<file path="src/rtl/cond_parser_pkg.sv">
// Shared types and character constants for the conditional-assignment parser.
package cond_parser_pkg;

  typedef enum logic [4:0] {
    S_IDLE, S_I, S_F, S_VAR, S_OP1, S_OP2, S_NUMC, S_T1, S_EQ1, S_NUM1,
    S_E, S_L, S_S, S_E2, S_T2, S_EQ2, S_NUM2, S_TERM, S_EVAL, S_RESP, S_DRAIN
  } state_t;

  typedef enum logic [2:0] {OP_EQ, OP_NE, OP_LT, OP_GT, OP_LE, OP_GE} op_t;

  localparam logic [1:0] ERR_NONE = 2'd0;
  localparam logic [1:0] ERR_CHAR = 2'd1;
  localparam logic [1:0] ERR_OVF  = 2'd2;
  localparam logic [1:0] ERR_MISS = 2'd3;

  localparam logic [6:0] CH_SP   = 7'h20;
  localparam logic [6:0] CH_BANG = 7'h21;
  localparam logic [6:0] CH_0    = 7'h30;
  localparam logic [6:0] CH_9    = 7'h39;
  localparam logic [6:0] CH_SEMI = 7'h3B;
  localparam logic [6:0] CH_LT   = 7'h3C;
  localparam logic [6:0] CH_EQ   = 7'h3D;
  localparam logic [6:0] CH_GT   = 7'h3E;
  localparam logic [6:0] CH_E    = 7'h65;
  localparam logic [6:0] CH_F    = 7'h66;
  localparam logic [6:0] CH_I    = 7'h69;
  localparam logic [6:0] CH_L    = 7'h6C;
  localparam logic [6:0] CH_S    = 7'h73;

  function automatic logic is_digit(input logic [6:0] c);
    return (c >= CH_0) && (c <= CH_9);
  endfunction

endpackage

</file>
<file path="src/rtl/dec_accum.sv">
// Base-10 digit accumulator; flags a push that would reach 2**W.
module dec_accum #(
  parameter int unsigned W = 32
) (
  input  logic         clk,
  input  logic         rst_n,
  input  logic         clr,
  input  logic         push,
  input  logic [3:0]   digit,
  output logic [W-1:0] value,
  output logic         has_digit,
  output logic         ovf_c
);

  localparam int unsigned XW = W + 4;

  logic [XW-1:0] next_c;

  // value*10+digit fits in W+4 bits; any upper bit set means overflow
  assign next_c = XW'(value) * XW'(10) + XW'(digit);
  assign ovf_c  = |next_c[XW-1:W];

  // accumulator register: clear wins over push
  always_ff @(posedge clk or negedge rst_n) begin
    if (!rst_n) begin
      value     <= '0;
      has_digit <= 1'b0;
    end else if (clr) begin
      value     <= '0;
      has_digit <= 1'b0;
    end else if (push) begin
      value     <= next_c[W-1:0];
      has_digit <= 1'b1;
    end
  end

endmodule

</file>
<file path="src/rtl/cond_assign_parser.sv">
// Streaming parser/evaluator for "if <V> <op> <N> <T>=<N> else <T>=<N>;".
module cond_assign_parser
  import cond_parser_pkg::*;
#(
  parameter int unsigned W      = 32,
  parameter logic [6:0]  VAR_CH = 7'h78,
  parameter logic [6:0]  TGT_CH = 7'h70
) (
  input  logic         clk,
  input  logic         rst_n,
  input  logic [W-1:0] x,
  input  logic [6:0]   in_char,
  input  logic         in_valid,
  output logic         in_ready,
  output logic [W-1:0] res_p,
  output logic         res_err,
  output logic [1:0]   err_code,
  output logic         res_valid,
  input  logic         res_ready
);

  state_t       state, state_d, eff;
  op_t          op, op_d;
  logic [W-1:0] valc, c1, c2;
  logic [W-1:0] res_p_d;
  logic         res_err_d, res_valid_d, in_ready_d;
  logic [1:0]   err_code_d, err_val;
  logic         err_now, hs_c, cond_c;
  logic         acc_clr, acc_push, acc_has, acc_ovf_c;
  logic         cap_valc, cap_c1, cap_c2;
  logic [W-1:0] acc_value;

  assign hs_c = in_valid & in_ready;

  dec_accum #(.W(W)) u_acc (
    .clk       (clk),
    .rst_n     (rst_n),
    .clr       (acc_clr),
    .push      (acc_push),
    .digit     (in_char[3:0]),
    .value     (acc_value),
    .has_digit (acc_has),
    .ovf_c     (acc_ovf_c)
  );

  // unsigned comparison of x against the parsed constant
  always_comb begin
    cond_c = 1'b0;
    case (op)
      OP_EQ:   cond_c = (x == valc);
      OP_NE:   cond_c = (x != valc);
      OP_LT:   cond_c = (x <  valc);
      OP_GT:   cond_c = (x >  valc);
      OP_LE:   cond_c = (x <= valc);
      OP_GE:   cond_c = (x >= valc);
      default: cond_c = 1'b0;
    endcase
  end

  // next-state, capture and next-output logic; a number terminator is
  // handed to the successor state in the same cycle via eff
  always_comb begin
    state_d    = state;
    eff        = state;
    op_d       = op;
    acc_clr    = (state == S_IDLE);
    acc_push   = 1'b0;
    cap_valc   = 1'b0;
    cap_c1     = 1'b0;
    cap_c2     = 1'b0;
    err_now    = 1'b0;
    err_val    = ERR_CHAR;
    res_p_d    = res_p;
    res_err_d  = res_err;
    err_code_d = err_code;

    if (state == S_EVAL) begin
      res_p_d    = cond_c ? c1 : c2;
      res_err_d  = 1'b0;
      err_code_d = ERR_NONE;
      state_d    = S_RESP;
    end else if (state == S_RESP) begin
      if (res_ready) state_d = S_IDLE;
    end else if (hs_c) begin
      if ((state inside {S_NUMC, S_NUM1, S_NUM2}) && !is_digit(in_char) && acc_has) begin
        acc_clr = 1'b1;
        case (state)
          S_NUMC:  begin cap_valc = 1'b1; eff = S_T1;   end
          S_NUM1:  begin cap_c1   = 1'b1; eff = S_E;    end
          default: begin cap_c2   = 1'b1; eff = S_TERM; end
        endcase
      end else if (state == S_OP2 && (op == OP_LT || op == OP_GT) && in_char != CH_EQ) begin
        eff = S_NUMC;
      end

      state_d = eff;
      case (eff)
        S_IDLE: if (in_char == CH_I) state_d = S_I;
        S_I:    if (in_char == CH_F) state_d = S_F; else err_now = 1'b1;
        S_F: begin
          if (in_char == CH_SP)       state_d = S_VAR;
          else if (in_char == VAR_CH) state_d = S_OP1;
          else                        err_now = 1'b1;
        end
        S_VAR: begin
          if (in_char == VAR_CH)     state_d = S_OP1;
          else if (in_char != CH_SP) err_now = 1'b1;
        end
        S_OP1: begin
          if (in_char == CH_EQ)        begin op_d = OP_EQ; state_d = S_OP2; end
          else if (in_char == CH_BANG) begin op_d = OP_NE; state_d = S_OP2; end
          else if (in_char == CH_LT)   begin op_d = OP_LT; state_d = S_OP2; end
          else if (in_char == CH_GT)   begin op_d = OP_GT; state_d = S_OP2; end
          else if (in_char != CH_SP)   err_now = 1'b1;
        end
        S_OP2: begin
          if (in_char == CH_EQ) begin
            state_d = S_NUMC;
            if (op == OP_LT)      op_d = OP_LE;
            else if (op == OP_GT) op_d = OP_GE;
          end else begin
            err_now = 1'b1;
          end
        end
        S_NUMC, S_NUM1, S_NUM2: begin
          if (is_digit(in_char)) begin
            if (acc_ovf_c) begin err_now = 1'b1; err_val = ERR_OVF; end
            else           acc_push = 1'b1;
          end else if (in_char != CH_SP) begin
            err_now = 1'b1;
            err_val = ERR_MISS;
          end
        end
        S_T1: begin
          if (in_char == TGT_CH)     state_d = S_EQ1;
          else if (in_char != CH_SP) err_now = 1'b1;
        end
        S_EQ1: begin
          if (in_char == CH_EQ)      state_d = S_NUM1;
          else if (in_char != CH_SP) err_now = 1'b1;
        end
        S_E: begin
          if (in_char == CH_E)       state_d = S_L;
          else if (in_char != CH_SP) err_now = 1'b1;
        end
        S_L:  if (in_char == CH_L) state_d = S_S;  else err_now = 1'b1;
        S_S:  if (in_char == CH_S) state_d = S_E2; else err_now = 1'b1;
        S_E2: if (in_char == CH_E) state_d = S_T2; else err_now = 1'b1;
        S_T2: begin
          if (in_char == TGT_CH)     state_d = S_EQ2;
          else if (in_char != CH_SP) err_now = 1'b1;
        end
        S_EQ2: begin
          if (in_char == CH_EQ)      state_d = S_NUM2;
          else if (in_char != CH_SP) err_now = 1'b1;
        end
        S_TERM: begin
          if (in_char == CH_SEMI)    state_d = S_EVAL;
          else if (in_char != CH_SP) err_now = 1'b1;
        end
        S_DRAIN: if (in_char == CH_SEMI) state_d = S_RESP;
        default: err_now = 1'b1;
      endcase

      // an offending ';' also ends the statement
      if (err_now) begin
        state_d    = (in_char == CH_SEMI) ? S_RESP : S_DRAIN;
        err_code_d = err_val;
        res_err_d  = 1'b1;
        res_p_d    = '0;
      end
    end

    res_valid_d = (state_d == S_RESP);
    in_ready_d  = !(state_d == S_EVAL || state_d == S_RESP);
  end

  // state, operand captures and registered outputs
  always_ff @(posedge clk or negedge rst_n) begin
    if (!rst_n) begin
      state     <= S_IDLE;
      op        <= OP_EQ;
      valc      <= '0;
      c1        <= '0;
      c2        <= '0;
      in_ready  <= 1'b1;
      res_p     <= '0;
      res_err   <= 1'b0;
      err_code  <= ERR_NONE;
      res_valid <= 1'b0;
    end else begin
      state     <= state_d;
      op        <= op_d;
      if (cap_valc) valc <= acc_value;
      if (cap_c1)   c1   <= acc_value;
      if (cap_c2)   c2   <= acc_value;
      in_ready  <= in_ready_d;
      res_p     <= res_p_d;
      res_err   <= res_err_d;
      err_code  <= err_code_d;
      res_valid <= res_valid_d;
    end
  end

endmodule
</file>
<file path="config.mk">
export PLATFORM = sky130hd
export DESIGN_NAME = cond_assign_parser
export DESIGN_NICKNAME = d
export VERILOG_FILES = /design/src/rtl/cond_parser_pkg.sv /design/src/rtl/dec_accum.sv /design/src/rtl/cond_assign_parser.sv
export SDC_FILE = /design/constraint.sdc
export NUM_CORES = 1
export LEC_CHECK = 0
export CORE_MARGIN = 2
export CORE_UTILIZATION = 35
export CTS_CLUSTER_SIZE = 30
export DETAILED_ROUTE_END_ITERATION = 16
export HOLD_SLACK_MARGIN = 0.15
export PLACE_DENSITY = 0.55
export SLEW_MARGIN = 0
export SYNTH_ARGS = -nofsm -noshare
export SYNTH_HDL_FRONTEND = slang
export SYNTH_SLANG_ARGS = --single-unit
export TNS_END_PERCENT = 100
</file>
<file path="constraint.sdc">
create_clock -name clk -period 4.2 [get_ports clk]
set_clock_uncertainty 0.1 [all_clocks]
set_input_delay 0.42 -clock clk [delete_from_list [all_inputs] [get_ports clk]]
set_output_delay 0.42 -clock clk [all_outputs]
set_load 0.005 [all_outputs]
</file>
==> run_results.csv <==
group,metric,value,unit
critical_path,cp-start-kind,"register",
power,p_comb_share,38.6,%
power,p_int,3.599,mW
global_route,grt_usage,20.40,%
floorplan,core,33360,µm²
finish,drive_gt1_share,29.04,%
floorplan,fp-row-count,67,
placement,post_dp_cell_area,14360,µm²
status,status,"complete, but fails checks",
finish,nets,1656,
critical_path,timing.rr.end,"state[1]",
finish,finalCoreUtilization,47.53,%
critical_path,crit_chain,"ha_4 > ha_4 > buf_6 > nand4_1 > o32ai_4 > nor2_2 > buf_6 > o31ai_4 > xor2_1 > buf_4 > buf_4 > nand4_1 > buf_4 > nor4_4 > nor4_2 > mux2i_4 > buf_6 > a31oi_4 > buf_6 > or2_1 > a221oi_2",
worst_hold_path,holdPathStages,1,
route,drc,0,
critical_path,rrSetupSlack,-170,ps
power,power.share.switching,36.97,%
status,violations,"setup timing",
clock_network,cts_tree,"done",
clock_network,insertion_delay,450,ps
global_route,grt_max_degree,79,
placement,place_congestion,0.8739,
finish,multiInputGateArea,7491,µm²
timing,finalHoldViolCount,0,
critical_path,cp_max_fo,3,
critical_path,r2r-start,"u_acc.value[7]",
finish,num_antenna_cells,0,
power,seqPwrFrac,33.0,%
logic_synthesis,synth_edf_count,0,
timing,slew_viol_final,0,
logic_synthesis,ys_seq_area_share,36.88,%
global_route,grt_pass1_vias,10580,
critical_path,worstPathArrival,4620,ps
timing,min_period,4368,ps
power,leakage,7.514,nW
global_route,grt_pass1_wl,56970,µm
floorplan,ios,80,
finish,num-fill-cells,3216,
logic_synthesis,ys_seq_elements,174,
critical_path,cp-end-kind,"register",
finish,seq_area,4358,µm²
route,dr.pass1.iters,8,
finish,syn2layout_area_growth,34.30,%
critical_path,crit_slowest_cell,"dfrtp_2",
clock_network,clk_pin_slew,80,ps
global_route,grt_overflow,0,
timing,holdWs,378.5,ps
logic_synthesis,async_reset_ff_share,100.0,%
placement,dp_slack,-322.5,ps
placement,place_inst,1912,
logic_synthesis,synth-main-ff-cell,"dfrtp_1",
timing,worstMarginPinSlew,874.7,ps
logic_synthesis,yosys_warnings,0,
global_route,grt_antenna_before_repair,0,
logic_synthesis,synthesis.instances,1261,
timing,rsz0062_at_grt,"true",
clock_network,cts.sinks,174,
floorplan,fp.dieH,187.7,µm
logic_synthesis,synth_area,11810,µm²
critical_path,r2r_cells,21,
worst_hold_path,min_from,"res_err",
timing,max_slew_margin,41.69,%
floorplan,die_x,187.7,µm
critical_path,worstSetupPathType,"reg -> reg",
worst_hold_path,hp-class,"reg -> reg",
placement,place_hpwl,26270,µm
clock_network,htree_levels,4,
timing,finalWorstSetupSlack,-167.9,ps
flow_run,max-cap-violations,0,
floorplan,dieArea,35230,µm²
timing,setup_violations,74,
critical_path,cpPeakStageDelay,470,ps
clock_network,cts_buffers,17,
logic_synthesis,syn_nets,1401,
finish,fin_cells,1977,
power,clkPwrFrac,28.5,%
route,vias,10500,
logic_synthesis,synth_area_per_cell,9.365,µm²
route,wire_per_inst,18.00,µm
route,drt-initial-drc-count,605,
worst_hold_path,holdPathEnd,"res_err",
critical_path,cp_data_required_time,4450,ps
timing,final.period_utilization,104.0,%
power,vdd.ir_drop.worst,0.2515,mV
finish,stdcell_area,15860,µm²
clock_network,cts_root_buf,"clkbuf_16",
route,vias_per_cell,5.312,
critical_path,cp_common_cell,"buf_6",
route,routed_wl,35590,µm
floorplan,start_util,35.39,%
power,p_switching,2.111,mW
power,power.density_cell_area,360.1,nW/µm²
timing,timing.fmax,0.2289,GHz
route,antenna_left,0,
clock_network,clockBufferDepth,2,
placement,port_buffers,79,
logic_synthesis,ys_types,97,
power by group through the flow:
stage	clock [mW]	combinational, mW	sequential, mW
after global placement	0	1.89	1.91
after CTS	1.67	2.16	1.88
final	1.62	2.20	1.88
after detailed placement	0	1.90	1.91
after floorplan	0	1.19	1.88
after global routing	1.73	2.39	1.90
repair_timing:
action                                 CTS  global route
endpoints found under the hold margin   64             0
hold buffers                             1             0
setup endpoints to repair               75            75
buffers inserted                        27             3
gates resized for setup                 67            38
pin swaps                               30            10
cloned                                   2             2
through the flow:
stage / power [mW] / TNS, ps
after detailed placement: 3.805 / -20210
after floorplan: 3.066 / -5327
after CTS: 5.702 / -7748
after global placement: 3.803 / -15160
final: 5.710 / -8793
after global routing: 6.014 / -27940
cells in the final DEF, fill, tap and decap left out, types with 6 or more instances in the layout:
cell type          n
ha_1              80
ha_4              12
mux2_2            67
o22ai_1           15
nand3_1           39
nand3_2           16
inv_1             51
nor2b_1            7
mux2i_1           36
a211oi_1           7
nand4_1           21
a21o_1            22
a21oi_2            7
o21ai_1           32
nor4_1             9
clkbuf_16         19
buf_6             12
and2_1             7
nand2b_1          10
nor2_1            56
nor3_1            29
buf_4            201
dfrtp_1          171
o211ai_1           6
and3_1             9
xnor2_1           28
o21a_1             9
nand2_1          138
clkdlybuf4s50_1   78
o21ai_2           10
xor2_1            24
o22ai_2           16
a21oi_1           54
o21ai_0           65
cell type report:
cell class	instances	share of cell area, %
clock buffer	18	2.769
inverter	54	1.278
clock inverter	14	1.057
multi-input combinational	968	47.23
tap	448	3.535
sequential	174	27.48
timing repair buffer	301	16.65
layer usage:
| metal | GRT usage (%) | share of wire (%) |
|---|---|---|
| met1 | 27.64 | 47 |
| met2 | 33.63 | 48 |
| met3 | 3.013 | 3.0 |
| met4 | 6.329 | 1.9 |
| met5 | 0 | 0 |
worst max-delay path, delay by kind of cell, from the launching register on:
family | cells | cell delay [ps]
AND/OR/NAND/NOR | 6 | 890
AO/OA/AOI/OAI | 4 | 910
multiplexers | 1 | 190
flip-flops | 1 | 470
XOR/XNOR | 1 | 240
adder cells (fa/ha/maj) | 2 | 530
buffers and inverters | 7 | 930
flip-flops by register name, indices dropped and copies added (netlist names):
register and flops:
c2 32, c1 32, res_err 1, u_acc.has_digit 1
res_valid 1, op 3, in_ready 1, valc 32
err_code 2, state 5, u_acc.value 32, res_p 32
logic make-up (layout without fill, tap and decap cells):
group | count (synthesis) | count (layout) | synth area share (%)
AO/OA/AOI/OAI | 321 | 321 | 17.87
XOR/XNOR | 54 | 54 | 4.069
adder cells (fa/ha/maj) | 97 | 97 | 10.40
buffers and inverters | 119 | 387 | 4.524
flip-flops | 174 | 174 | 36.88
multiplexers | 104 | 104 | 9.631
AND/OR/NAND/NOR | 392 | 392 | 16.61
synth_stat cells, drive strengths merged, types with 3 or more instances:
cell type / instances / area share (%)
or2: 3 / 0.16
o21ba: 3 / 0.25
dfrtp: 173 / 37
ha: 95 / 10
xor2: 24 / 1.8
nor3b: 4 / 0.25
nand2b: 10 / 0.53
nor3: 34 / 1.6
o22ai: 32 / 1.7
nand3b: 5 / 0.32
a22oi: 4 / 0.25
nor2: 61 / 2.0
o21bai: 5 / 0.32
o21a: 9 / 0.57
o22a: 3 / 0.22
a211o: 3 / 0.22
mux2i: 37 / 3.2
a31oi: 6 / 0.45
and2: 7 / 0.37
nand4: 22 / 1.2
o21ai: 107 / 4.6
o211ai: 6 / 0.38
mux2: 67 / 6.4
a21o: 22 / 1.4
and4: 3 / 0.22
a211oi: 11 / 0.87
inv: 53 / 1.7
nand2: 140 / 4.5
nor4: 14 / 1.0
or3b: 4 / 0.30
a21boi: 4 / 0.25
xnor2: 30 / 2.3
clkbuf: 32 / 1.0
nand3: 56 / 2.4
and3: 9 / 0.48
nor2b: 8 / 0.42
o32ai: 3 / 0.29
a311oi: 4 / 0.30
or3: 5 / 0.26
o31ai: 7 / 0.49
a2111oi: 3 / 0.29
a21oi: 61 / 2.7
buf: 33 / 1.8
worst max path at each step:
stage,startpoint,end,slack (ps)
after floorplan,u_acc.value[1],u_acc.value[10],-160
after global placement,u_acc.value[1],u_acc.value[22],-250
after detailed placement,u_acc.value[1],u_acc.value[18],-320
after CTS,u_acc.value[7],res_p[15],-170
after global routing,u_acc.value[1],state[1],-430
final,u_acc.value[7],state[1],-170
(Power assumes the default switching activity.)
